`src/rtl/sprite_index_fetch_if.sv`:
```
// Pixel request, sprite ROM and palette-index output signals of sprite_index_fetch.
interface sprite_index_fetch_if #(
   parameter int unsigned ROM_AW = 11
);
   logic              req_valid;
   logic              req_ready;
   logic [9:0]        draw_x;
   logic [9:0]        draw_y;
   logic [9:0]        spr_x;
   logic [9:0]        spr_y;
   logic [3:0]        spr_sel;
   logic              rom_en;
   logic [ROM_AW-1:0] rom_addr;
   logic [1:0]        rom_data;
   logic              pix_valid;
   logic              pix_ready;
   logic [1:0]        pix_index;
   logic              pix_hit;
   logic [15:0]       hit_count;

   modport slave (
      input  req_valid, draw_x, draw_y, spr_x, spr_y, spr_sel, rom_data, pix_ready,
      output req_ready, rom_en, rom_addr, pix_valid, pix_index, pix_hit, hit_count
   );

   modport master (
      output req_valid, draw_x, draw_y, spr_x, spr_y, spr_sel, rom_data, pix_ready,
      input  req_ready, rom_en, rom_addr, pix_valid, pix_index, pix_hit, hit_count
   );
endinterface

```
`src/rtl/sprite_index_fetch.sv`:
```
// Sprite hit test plus bitmap ROM fetch; returns one 2-bit palette index per pixel request.
module sprite_index_fetch #(
   parameter int unsigned SPR_W      = 16,
   parameter int unsigned SPR_H      = 8,
   parameter int unsigned NUM_SPR    = 16,
   parameter int unsigned SCALE_LOG2 = 1,
   parameter int unsigned ROM_AW     = 11
) (
   input logic                 Clk,
   input logic                 Reset,
   sprite_index_fetch_if.slave bus
);
   localparam int unsigned CW = 11;
   localparam logic [CW-1:0] X_LIM = CW'(SPR_W << SCALE_LOG2);
   localparam logic [CW-1:0] Y_LIM = CW'(SPR_H << SCALE_LOG2);
   localparam logic [1:0] IDX_BG = 2'd1;

   logic [CW-1:0] dx;
   logic [CW-1:0] dy;
   logic          x_in;
   logic          y_in;
   logic          sel_ok;
   logic          hit;
   logic [31:0]   addr_full;
   logic          advance;
   logic          s1_valid;
   logic          s1_hit;

   // Offsets inside the sprite, hit decision and bitmap address for the current request
   always_comb begin
      dx        = {1'b0, bus.draw_x} - {1'b0, bus.spr_x};
      dy        = {1'b0, bus.draw_y} - {1'b0, bus.spr_y};
      x_in      = (bus.draw_x >= bus.spr_x) && (dx < X_LIM);
      y_in      = (bus.draw_y >= bus.spr_y) && (dy < Y_LIM);
      sel_ok    = 32'(bus.spr_sel) < NUM_SPR;
      hit       = x_in && y_in && sel_ok;
      addr_full = 32'(bus.spr_sel) * SPR_W * SPR_H
                + 32'(dy >> SCALE_LOG2) * SPR_W
                + 32'(dx >> SCALE_LOG2);
   end

   // Whole pipe moves together; a stalled output freezes the ROM too so its data is kept
   assign advance       = !bus.pix_valid || bus.pix_ready;
   assign bus.req_ready = advance;
   assign bus.rom_en    = advance;
   assign bus.rom_addr  = hit ? ROM_AW'(addr_full) : '0;

   // S1: tracks the beat whose ROM read is in flight
   always_ff @(posedge Clk) begin
      if (Reset) begin
         s1_valid <= 1'b0;
         s1_hit   <= 1'b0;
      end else if (advance) begin
         s1_valid <= bus.req_valid;
         s1_hit   <= bus.req_valid && hit;
      end
   end

   // S2: output beat; misses become background regardless of ROM contents
   always_ff @(posedge Clk) begin
      if (Reset) begin
         bus.pix_valid <= 1'b0;
         bus.pix_index <= IDX_BG;
         bus.pix_hit   <= 1'b0;
      end else if (advance) begin
         bus.pix_valid <= s1_valid;
         bus.pix_hit   <= s1_valid && s1_hit;
         bus.pix_index <= (s1_valid && s1_hit) ? bus.rom_data : IDX_BG;
      end
   end

   // Delivered sprite-pixel counter, saturating
   always_ff @(posedge Clk) begin
      if (Reset) begin
         bus.hit_count <= 16'd0;
      end else if (bus.pix_valid && bus.pix_ready && bus.pix_hit
                   && (bus.hit_count != 16'hFFFF)) begin
         bus.hit_count <= bus.hit_count + 16'd1;
      end
   end
endmodule

```
`src/flat_wrapper.sv`:
```
// flat-port wrapper written by rule: the top's interface ports become plain ports
module sprite_index_fetch_flat 
#(
   parameter int unsigned SPR_W      = 16,
   parameter int unsigned SPR_H      = 8,
   parameter int unsigned NUM_SPR    = 16,
   parameter int unsigned SCALE_LOG2 = 1,
   parameter int unsigned ROM_AW     = 11
)
  (Clk, Reset, bus_req_valid, bus_draw_x, bus_draw_y, bus_spr_x, bus_spr_y, bus_spr_sel, bus_rom_data, bus_pix_ready, bus_req_ready, bus_rom_en, bus_rom_addr, bus_pix_valid, bus_pix_index, bus_pix_hit, bus_hit_count);
  sprite_index_fetch_if #(.ROM_AW(ROM_AW)) bus_i ();
  input logic Clk;
  input logic Reset;
  input wire logic [$bits(bus_i.req_valid)-1:0] bus_req_valid;
  input wire logic [$bits(bus_i.draw_x)-1:0] bus_draw_x;
  input wire logic [$bits(bus_i.draw_y)-1:0] bus_draw_y;
  input wire logic [$bits(bus_i.spr_x)-1:0] bus_spr_x;
  input wire logic [$bits(bus_i.spr_y)-1:0] bus_spr_y;
  input wire logic [$bits(bus_i.spr_sel)-1:0] bus_spr_sel;
  input wire logic [$bits(bus_i.rom_data)-1:0] bus_rom_data;
  input wire logic [$bits(bus_i.pix_ready)-1:0] bus_pix_ready;
  output wire logic [$bits(bus_i.req_ready)-1:0] bus_req_ready;
  output wire logic [$bits(bus_i.rom_en)-1:0] bus_rom_en;
  output wire logic [$bits(bus_i.rom_addr)-1:0] bus_rom_addr;
  output wire logic [$bits(bus_i.pix_valid)-1:0] bus_pix_valid;
  output wire logic [$bits(bus_i.pix_index)-1:0] bus_pix_index;
  output wire logic [$bits(bus_i.pix_hit)-1:0] bus_pix_hit;
  output wire logic [$bits(bus_i.hit_count)-1:0] bus_hit_count;
  assign bus_i.req_valid = bus_req_valid;
  assign bus_i.draw_x = bus_draw_x;
  assign bus_i.draw_y = bus_draw_y;
  assign bus_i.spr_x = bus_spr_x;
  assign bus_i.spr_y = bus_spr_y;
  assign bus_i.spr_sel = bus_spr_sel;
  assign bus_i.rom_data = bus_rom_data;
  assign bus_i.pix_ready = bus_pix_ready;
  assign bus_req_ready = bus_i.req_ready;
  assign bus_rom_en = bus_i.rom_en;
  assign bus_rom_addr = bus_i.rom_addr;
  assign bus_pix_valid = bus_i.pix_valid;
  assign bus_pix_index = bus_i.pix_index;
  assign bus_pix_hit = bus_i.pix_hit;
  assign bus_hit_count = bus_i.hit_count;
  sprite_index_fetch #(.SPR_W(SPR_W), .SPR_H(SPR_H), .NUM_SPR(NUM_SPR), .SCALE_LOG2(SCALE_LOG2), .ROM_AW(ROM_AW)) u_core (.Clk(Clk), .Reset(Reset), .bus(bus_i));
endmodule
```
`config.mk`:
```
export PLATFORM = sky130hd
export DESIGN_NAME = sprite_index_fetch_flat
export DESIGN_NICKNAME = d
export VERILOG_FILES = /design/src/rtl/sprite_index_fetch_if.sv /design/src/rtl/sprite_index_fetch.sv /design/src/flat_wrapper.sv
export SDC_FILE = /design/constraint.sdc
export NUM_CORES = 1
export LEC_CHECK = 0
export ABC_AREA = 1
export ABC_CLOCK_PERIOD_IN_PS = 4460
export CELL_PAD_IN_SITES_DETAIL_PLACEMENT = 1
export CELL_PAD_IN_SITES_GLOBAL_PLACEMENT = 2
export CORE_MARGIN = 3
export CORE_UTILIZATION = 22
export DETAILED_ROUTE_END_ITERATION = 10
export MAX_ROUTING_LAYER = met4
export PLACE_DENSITY = 0.81
export SLEW_MARGIN = 20
export SYNTH_ARGS = -nofsm -noshare
export SYNTH_HDL_FRONTEND = slang
export SYNTH_SLANG_ARGS = --single-unit
```
`constraint.sdc`:
```
create_clock -name Clk -period 4.46 [get_ports Clk]
set_clock_uncertainty 0.1 [all_clocks]
set_input_delay 0.892 -clock Clk [delete_from_list [all_inputs] [get_ports Clk]]
set_output_delay 0.892 -clock Clk [all_outputs]
set_load 0.03 [all_outputs]
```
== Yosys cells after proc, flatten, opt, wreduce, memory -nomap -nowiden ==
Cells that the tools add are included.
Cells by class
  mux-type cells: 2
  $lt $le $gt $ge: 4
  reductions and logical operators: 10
  eq/ne operators: 1
  add/subtract/negate cells: 5
Operator list (number)
  subtractor 10 x 10 -> 11 bit: 2
  greater-or-equal comparator 10 bit: 2
  adder 16 x 1 -> 16 bit, second input constant: 1
  != test 16 bit, second input constant: 1
  adder 11 x 10 -> 11 bit: 1
  adder 11 bit: 1
  < comparator 11 x 5 -> 1 bit, second input constant: 1
  < comparator 11 x 6 -> 1 bit, second input constant: 1
  2-to-1 mux 11 bit: 1
  logical AND 1 bit: 8
  2-to-1 mux 2 bit: 1
  logical NOT 1 bit: 1
  logical OR 1 bit: 1
Storage, ports and cells
  bits of input ports: 50
  output and inout bits: 33
  word-level logic and storage cells: 28
  register bits after elaboration: 22

== Logic depth before layout (Yosys ltp) ==
Gate-level depths: netlist of run 1.
  depth in word-level cells: 5
  depth in mapped cells: 23
  depth with buffers taken out: 23

== Least setup slack after synthesis of run 1 ==
No wires, ideal clock.
  path kind: input -> output
  start point: in bus_draw_y[0]
  end point: out bus_rom_addr[10]
  stages: 21
  path buffers: 0
  path slack: -354 ps
  arrival: 3822 ps
  data required time: 3468 ps
  cell sequence: inv_1 -> ha_1 -> inv_1 -> fa_1 -> nand2_1 -> nand3_2 -> nand2_4 -> xnor2_2 -> ha_1 -> xnor2_1 -> ha_1 -> a21oi_1 -> nand2_1 -> nand2_1 -> nand2_1 -> a21oi_1 -> xor2_1 -> nand2_1 -> nand2_1 -> inv_1 -> nor2_1
On the way
  word-level cells in the longest chain between the ends: 5
  elaborated cells on any way between the ends: 8
  those cells by class: add/sub: 3; order compare: 2; mux: 1; reduce/logical: 2
RTL lines
  from (decl): line flat_wrapper.sv:16  | input wire logic [$bits(bus_i.draw_y)-1:0] bus_draw_y;
  parallel branches: the longest is 4 deep, another holds subtractor 10 x 10 -> 11 bit
  2-to-1 mux 11 bit *: line sprite_index_fetch.sv:46  | assign bus.rom_addr = hit ? ROM_AW'(addr_full) : '0;
  to (decl): line flat_wrapper.sv:24  | output wire logic [$bits(bus_i.rom_addr)-1:0] bus_rom_addr;
Mark *: on every way between the ends.

== Worst setup path in the final report of run 1 ==
Ends and elaborated chain as after synthesis.

==> impl_metrics.tcl, run 1 <==
set metrics [dict create \
    run_status "finished, violations left" \
    violations_in_the_final_reports "negative setup slack" \
    synth_seq_cells 22 \
    rsz0062_at_grt "yes" \
    timing.critical_path.required_ns 3.47 \
    tritoncts "yes" \
    num_antenna_cells 0 \
    via_count 3825 \
    final_max_slew_viol_count 0 \
    groute.usage.overall 0.178 \
    clock_transition_at_path_regs_ns 0.06 \
    place_worst_setup_slack_ns -0.655 \
    fillCellCount 1546 \
    antenna_found_initial 0 \
    cts_max_path_buffers 2 \
    yosysSeqAreaShare 0.154 \
    synth_area_leader_cell "dfxtp_1" \
    post_drt_wl_per_cell_um 16.5 \
    slew-limit-headroom 0.661 \
    gr-total-overflow 0 \
    postSynthCellCount 467 \
    cpMaxStageDelayCell "fa_2" \
    synthesis.yosys.warnings 0 \
    vias_per_cell 4.51 \
    critical-path-max-stage-delay_ns 0.34 \
    synth_top_area_frac 0.154 \
    worst_ir_drop_vdd_mv 0.145 \
    place.port_buffers 82 \
    critical_path.startpoint_type "input pin" \
    die-area_sq_um 14400 \
    areaGrowthSynthToFinish_pct 106 \
    numCtsBuffers 3 \
    number_of_global_route_vias_before_repair 4141 \
    endpoint_kind "primary output" \
    post_synth_net_total 552 \
    place_congestion 0.852 \
    hpwl_mm 8.43 \
    core_region_area_sq_um 12400 \
    crit_fanout 3 \
    synthDistinctLibCells 39 \
    power_leakage_nw 2.73 \
    hold_fix_buffer_count_after_cts 0 \
    most_common_cell_after_layout_fill_and_taps_aside "buf_4" \
    start_util 0.231 \
    fin_crit_ns 4.83 \
    final_layout_size_suffix_gt1_frac 0.522 \
    die_width_um 120 \
    standard_cell_rows 40 \
    antenna_violating_nets_remaining 0 \
    fin_setup_tns_ns -0.770 \
    worstPathCellList "buf_6 -> inv_4 -> ha_4 -> inv_4 -> fa_2 -> nand2_2 -> nand3_4 -> nand2_4 -> xnor2_4 -> ha_4 -> xnor2_4 -> ha_4 -> a21oi_4 -> nand2_2 -> nand2_2 -> nand2_2 -> a21oi_2 -> xor2_1 -> nand2_1 -> nand2_2 -> inv_2 -> nor2_4 -> buf_6" \
    hp-class "reg2reg" \
    period_share 1.08 \
    floorplan.die.height_um 120 \
    fin_nets 767 \
    clk_root_buffer_cell "clkbuf_16" \
    setup_ws_ns -0.370 \
    power.density_cell_area_nw_per_um2 247 \
    aggregate_routed_wire_length_mm 14.0 \
    critPathArrivalTime_ns 3.84 \
    numClockSinks 22 \
    remaining_drc_errors 0 \
    synthesized_cell_area_sq_um 2850 \
    worst_slew_pin_slew_ns 0.504 \
    postLayoutCoreUtil 0.477 \
    commonest_non_fill_non_tap_cells_in_the_layout "buf_4, nand2_1, inv_1, clkdlybuf4s50_1, buf_6" \
    setup_viol 5 \
    floorplan.io_pins 83 \
    synth.avg_cell_area_sq_um 6.11 \
    grt_start_max_net_pins 13 \
    drt-pass1-iter-count 4 \
    timing.max_cap.violations 0 \
    clock.fmax_mhz 207 \
    ys_top_cells_by_area "dfxtp_1, nand2_1, ha_1, inv_1, nor2_1" \
    ctsHtreeMaxLevel 1 \
    timing_hold_violations_final 0 \
    critPathKind "in2out" \
    worstSkewPairLatency_ns 0.25 \
    number_of_drc_markers_in_iteration_0 91 \
    crit_path_frequent_cell "nand2_2" \
    grt_pass1_wl_mm 20.5 \
]
## synthesized netlist by cell type
| master | number |
|---|---|
| a211oi_1 | 1 |
| a21o_1 | 1 |
| a21oi_1 | 29 |
| a21oi_2 | 1 |
| a31o_2 | 1 |
| a31oi_1 | 2 |
| and3_1 | 1 |
| buf_2 | 1 |
| buf_4 | 1 |
| buf_6 | 2 |
| clkbuf_1 | 2 |
| dfxtp_1 | 22 |
| fa_1 | 5 |
| ha_1 | 30 |
| inv_1 | 96 |
| inv_2 | 2 |
| nand2_1 | 114 |
| nand2_2 | 10 |
| nand2_4 | 1 |
| nand3_1 | 27 |
| nand3_2 | 2 |
| nand3b_1 | 2 |
| nand4_1 | 10 |
| nand4_2 | 2 |
| nor2_1 | 44 |
| nor2_2 | 11 |
| nor3_1 | 9 |
| nor3_2 | 2 |
| nor3b_1 | 1 |
| nor4_1 | 3 |
| o21a_1 | 1 |
| o21ai_0 | 12 |
| o21bai_1 | 2 |
| o21bai_4 | 1 |
| o22ai_1 | 1 |
| or2_4 | 1 |
| xnor2_1 | 5 |
| xnor2_2 | 1 |
| xor2_1 | 8 |
## registers in the layout, summed over array words and instances, names as in the netlist
signal / cells
u_core.bus.hit_count: 16
u_core.bus.pix_index: 2
u_core.bus.pix_hit: 1
u_core.bus.pix_valid: 1
u_core.s1_hit: 1
u_core.s1_valid: 1
## repair_timing
item / in CTS / in global routing
setup buffers: 47 / 21
resized for setup: 183 / 155
pin swaps: 77 / 80
endpoints found under the hold margin: 0 / 0
cloned: 1 / 0
endpoints found under the setup margin: 11 / 12
## cell type report
| type | count | area [sq um] | share of cell area |
|---|---|---|---|
| flip-flops and latches | 22 | 440 | 0.0747 |
| clock buffers | 3 | 75.1 | 0.0127 |
| inverters | 98 | 395 | 0.0671 |
| repair buffers | 216 | 1870 | 0.317 |
| multi-input cells | 341 | 2900 | 0.493 |
| well taps | 168 | 210 | 0.0357 |
## report_power, final
group / switching (W) / internal [W] / total, W
clock: 0.0000707 / 0.000118 / 0.000189
sequential: 0.000000973 / 0.000198 / 0.000199
combinational: 0.000524 / 0.000543 / 0.00107
total: 0.000595 / 0.000859 / 0.00145
## per-stage QoR
| step | std cells | total power (W) | instance area (sq um) | hold WS, ns |
|---|---|---|---|---|
| 3_5_place_dp | 783 | 0.000780 | 4380 | 0.380 |
| 2_1_floorplan | 467 | 0.000527 | 2870 | 0.358 |
| 5_1_grt | 848 | 0.00154 | 5890 | 0.417 |
| 3_3_place_gp | 783 | 0.000763 | 4380 | 0.367 |
| 6_report | 848 | 0.00145 | 5890 | 0.381 |
| 4_1_cts | 834 | 0.00121 | 5480 | 0.387 |
## worst max-delay path: cells and delay by family
family	cells	cell delay [ns]
XOR/XNOR	3	0.55
adder cells (fa/ha/maj)	4	0.95
AND/OR/NAND/NOR	9	0.83
buffers and inverters	5	0.34
AO/OA/AOI/OAI	2	0.27
## path summary, 6_finish.rpt
check,start,depth (start not counted),end,slack [ns]
setup / recovery,bus_draw_y[0],23,bus_rom_addr[10],-0.37
hold / removal,u_core.bus.pix_index[1],2,u_core.bus.pix_index[1],0.38
setup reg to reg,u_core.bus.hit_count[0],13,u_core.bus.hit_count[11],2.27
hold reg to reg,u_core.bus.pix_index[1],2,u_core.bus.pix_index[1],0.38
## logic make-up after synthesis
logic type / share of synthesized area
flops: 0.154
simple gates: 0.385
fa+ha+maj: 0.167
compound gates: 0.104
xor+xnor: 0.0456
buf+inv: 0.144
## metal layers
metal | vias to the layer above | routed length, um | track usage
met5 | - | 0 | -
met4 | 0 | 176 | 0.0143
met3 | 13 | 274 | 0.0174
met2 | 62 | 7800 | 0.346
met1 | 1847 | 5710 | 0.205
li1 | 1903 | - | -
(Power assumes the default switching activity.)
==> inputs of run 2 (changes only) <==
--- a/config.mk
+++ b/config.mk
@@ -10,9 +10,9 @@
 export CELL_PAD_IN_SITES_DETAIL_PLACEMENT = 1
 export CELL_PAD_IN_SITES_GLOBAL_PLACEMENT = 2
 export CORE_MARGIN = 3
-export CORE_UTILIZATION = 22
+export CORE_UTILIZATION = 30
 export DETAILED_ROUTE_END_ITERATION = 10
-export MAX_ROUTING_LAYER = met4
+export DONT_BUFFER_PORTS = 1
 export PLACE_DENSITY = 0.81
 export SLEW_MARGIN = 20
 export SYNTH_ARGS = -nofsm -noshare
==> run 2 against run 1 <==
The run still ends with negative setup slack left. Sequential power about the same. Utilization down 6.5 points. Cell count down 24%. Highest routed layer unchanged.
==> impl_metrics.tcl, run 2 (synthesis results as in run 1) <==
set metrics [dict create \
    hp-class "reg2reg" \
    gr-total-overflow 0 \
    cts_max_path_buffers 2 \
    overall_power_consumption_w 0.000916 \
    worst_ir_drop_vdd_mv 0.154 \
    number_of_global_route_vias_before_repair 3245 \
    period_share 1.05 \
    worst_hold_startpoint "u_core.s1_hit" \
    standard_cell_rows 34 \
    top_register "u_core.bus.hit_count" \
    seqCellArea_sq_um 440 \
    grt_start_max_net_pins 13 \
    startpoint "bus_draw_y[0]" \
    setup_ws_ns -0.220 \
    placed_area_sq_um 3360 \
    commonest_non_fill_non_tap_cells_in_the_layout "nand2_1, inv_1, buf_4, nor2_1" \
    final_max_slew_viol_count 0 \
    aggregate_routed_wire_length_mm 8.93 \
    clock_transition_at_path_regs_ns 0.08 \
    power_leakage_nw 1.79 \
    reg_top3 "u_core.bus.hit_count (16), u_core.bus.pix_index (2)" \
    fin_nets 606 \
    timing.critical_path.required_ns 3.47 \
    worst_slew_pin_slew_ns 0.605 \
    antenna_violating_nets_remaining 0 \
    drt-pass1-iter-count 4 \
    fillCellCount 1183 \
    clock.fmax_mhz 214 \
    met2_length_mm 4.64 \
    grt_pass1_wl_mm 14.9 \
    largest_register_ffs 16 \
    hold_fix_buffer_count_after_cts 0 \
    clk_root_buffer_cell "clkbuf_8" \
    num_antenna_cells 0 \
    numCtsBuffers 3 \
    die_width_um 104 \
    remaining_drc_errors 0 \
    vias_per_cell 4.79 \
    postLayoutCellArea_sq_um 3700 \
    detailroute.wirelength.met3_um 308 \
    endpoint_kind "primary output" \
    post_drt_wl_per_cell_um 13.8 \
    critical_path.startpoint_type "input pin" \
    die-area_sq_um 10700 \
    multi_input_area_sq_um 2250 \
    power.density_cell_area_nw_per_um2 248 \
    rsz0062_at_grt "yes" \
    ctsHtreeMaxLevel 1 \
    critPathKind "in2out" \
    floorplan.io_pins 83 \
    timing_hold_violations_final 0 \
    number_of_drc_markers_in_iteration_0 70 \
    start_util 0.318 \
    crit_fanout 3 \
    slew-limit-headroom 0.596 \
    tritoncts "yes" \
    areaGrowthSynthToFinish_pct 29.6 \
    critPathArrivalTime_ns 3.69 \
    timing.rr.start "u_core.bus.hit_count[0]" \
    antenna_found_initial 0 \
    fin_crit_ns 4.68 \
    floorplan.die.height_um 104 \
    via_count 3097 \
    timing.max_cap.violations 0 \
    postLayoutCoreUtil 0.412 \
    hold_slack_ns 0.392 \
    setup_viol 1 \
    violations_in_the_final_reports "negative setup slack" \
    place.port_buffers 0 \
    numClockSinks 22 \
    run_status "finished, violations left" \
    m1WireLength_mm 3.94 \
    worstSkewPairLatency_ns 0.26 \
    place_congestion 0.817 \
    final_layout_size_suffix_gt1_frac 0.258 \
    r2r_setup_slack_ns 2.14 \
    dr.max_layer_used "met4" \
    most_common_cell_after_layout_fill_and_taps_aside "nand2_1" \
    core_region_area_sq_um 8980 \
    groute.usage.overall 0.160 \
    hpwl_mm 7.57 \
]
run 2: cell count changes in the layout (fill, tap and decap cells not counted), sizes merged:
cell | previous run | this run
clkdlybuf4s50 | 39 | 0
clkinv | 0 | 1
inv | 98 | 97
buf | 155 | 55
clkbuf | 21 | 4
dlymetal6s2s | 4 | 0
run 2: final timing paths:
check,to,depth (start not counted)
hold / removal,u_core.s1_hit,2
hold reg to reg,u_core.s1_hit,2
setup / recovery,bus_rom_addr[10],21
setup reg to reg,u_core.bus.hit_count[11],13
run 2: cell type report:
class | instances | share of cell area
multi-input combinational | 341 | 0.607
inverter | 98 | 0.104
sequential | 22 | 0.119
tap | 126 | 0.0426
clock buffer | 4 | 0.0149
timing repair buffer | 55 | 0.113
run 2: where the power goes:
group	switching, W	internal, W
Combinational	0.000303	0.000269
Sequential	0.00000200	0.000197
Clock	0.0000665	0.0000787
Total	0.000371	0.000545
run 2: through the flow:
step / worst slack, ns / std cells / TNS (ns)
5_1_grt: -0.381 / 646 / -0.587
6_report: -0.220 / 646 / -0.220
4_1_cts: -0.222 / 645 / -0.261
2_1_floorplan: -0.0226 / 467 / -0.0226
3_3_place_gp: -0.0733 / 637 / -0.129
3_5_place_dp: -0.256 / 637 / -0.442
run 2: layer usage:
metal  track usage  vias to the layer above
met5             0                        -
met4        0.0114                        0
met3        0.0187                        7
met2         0.298                       55
met1         0.207                     1466
li1              -                     1569
run 2: critical path, stage by stage:
cell and delay (ns):
clkinv_8 0.02, ha_4 0.12, inv_4 0.03, fa_2 0.37, nand2_2 0.09, nand3_4 0.09, nand2_4 0.10, xnor2_4 0.13
ha_4 0.23, xnor2_2 0.12, ha_1 0.34, a21oi_2 0.19, nand2_2 0.09, nand2_1 0.07, nand2_1 0.06, a21oi_2 0.14
xor2_1 0.20, nand2_1 0.08, nand2_1 0.07, inv_2 0.04, nor2_4 0.18
run 2: repair_timing:
| item | in CTS | in global routing |
|---|---|---|
| cloned | 0 | 0 |
| pin swaps | 4 | 23 |
| setup endpoints to repair | 2 | 4 |
| buffers inserted | 4 | 1 |
| resized for setup | 17 | 33 |
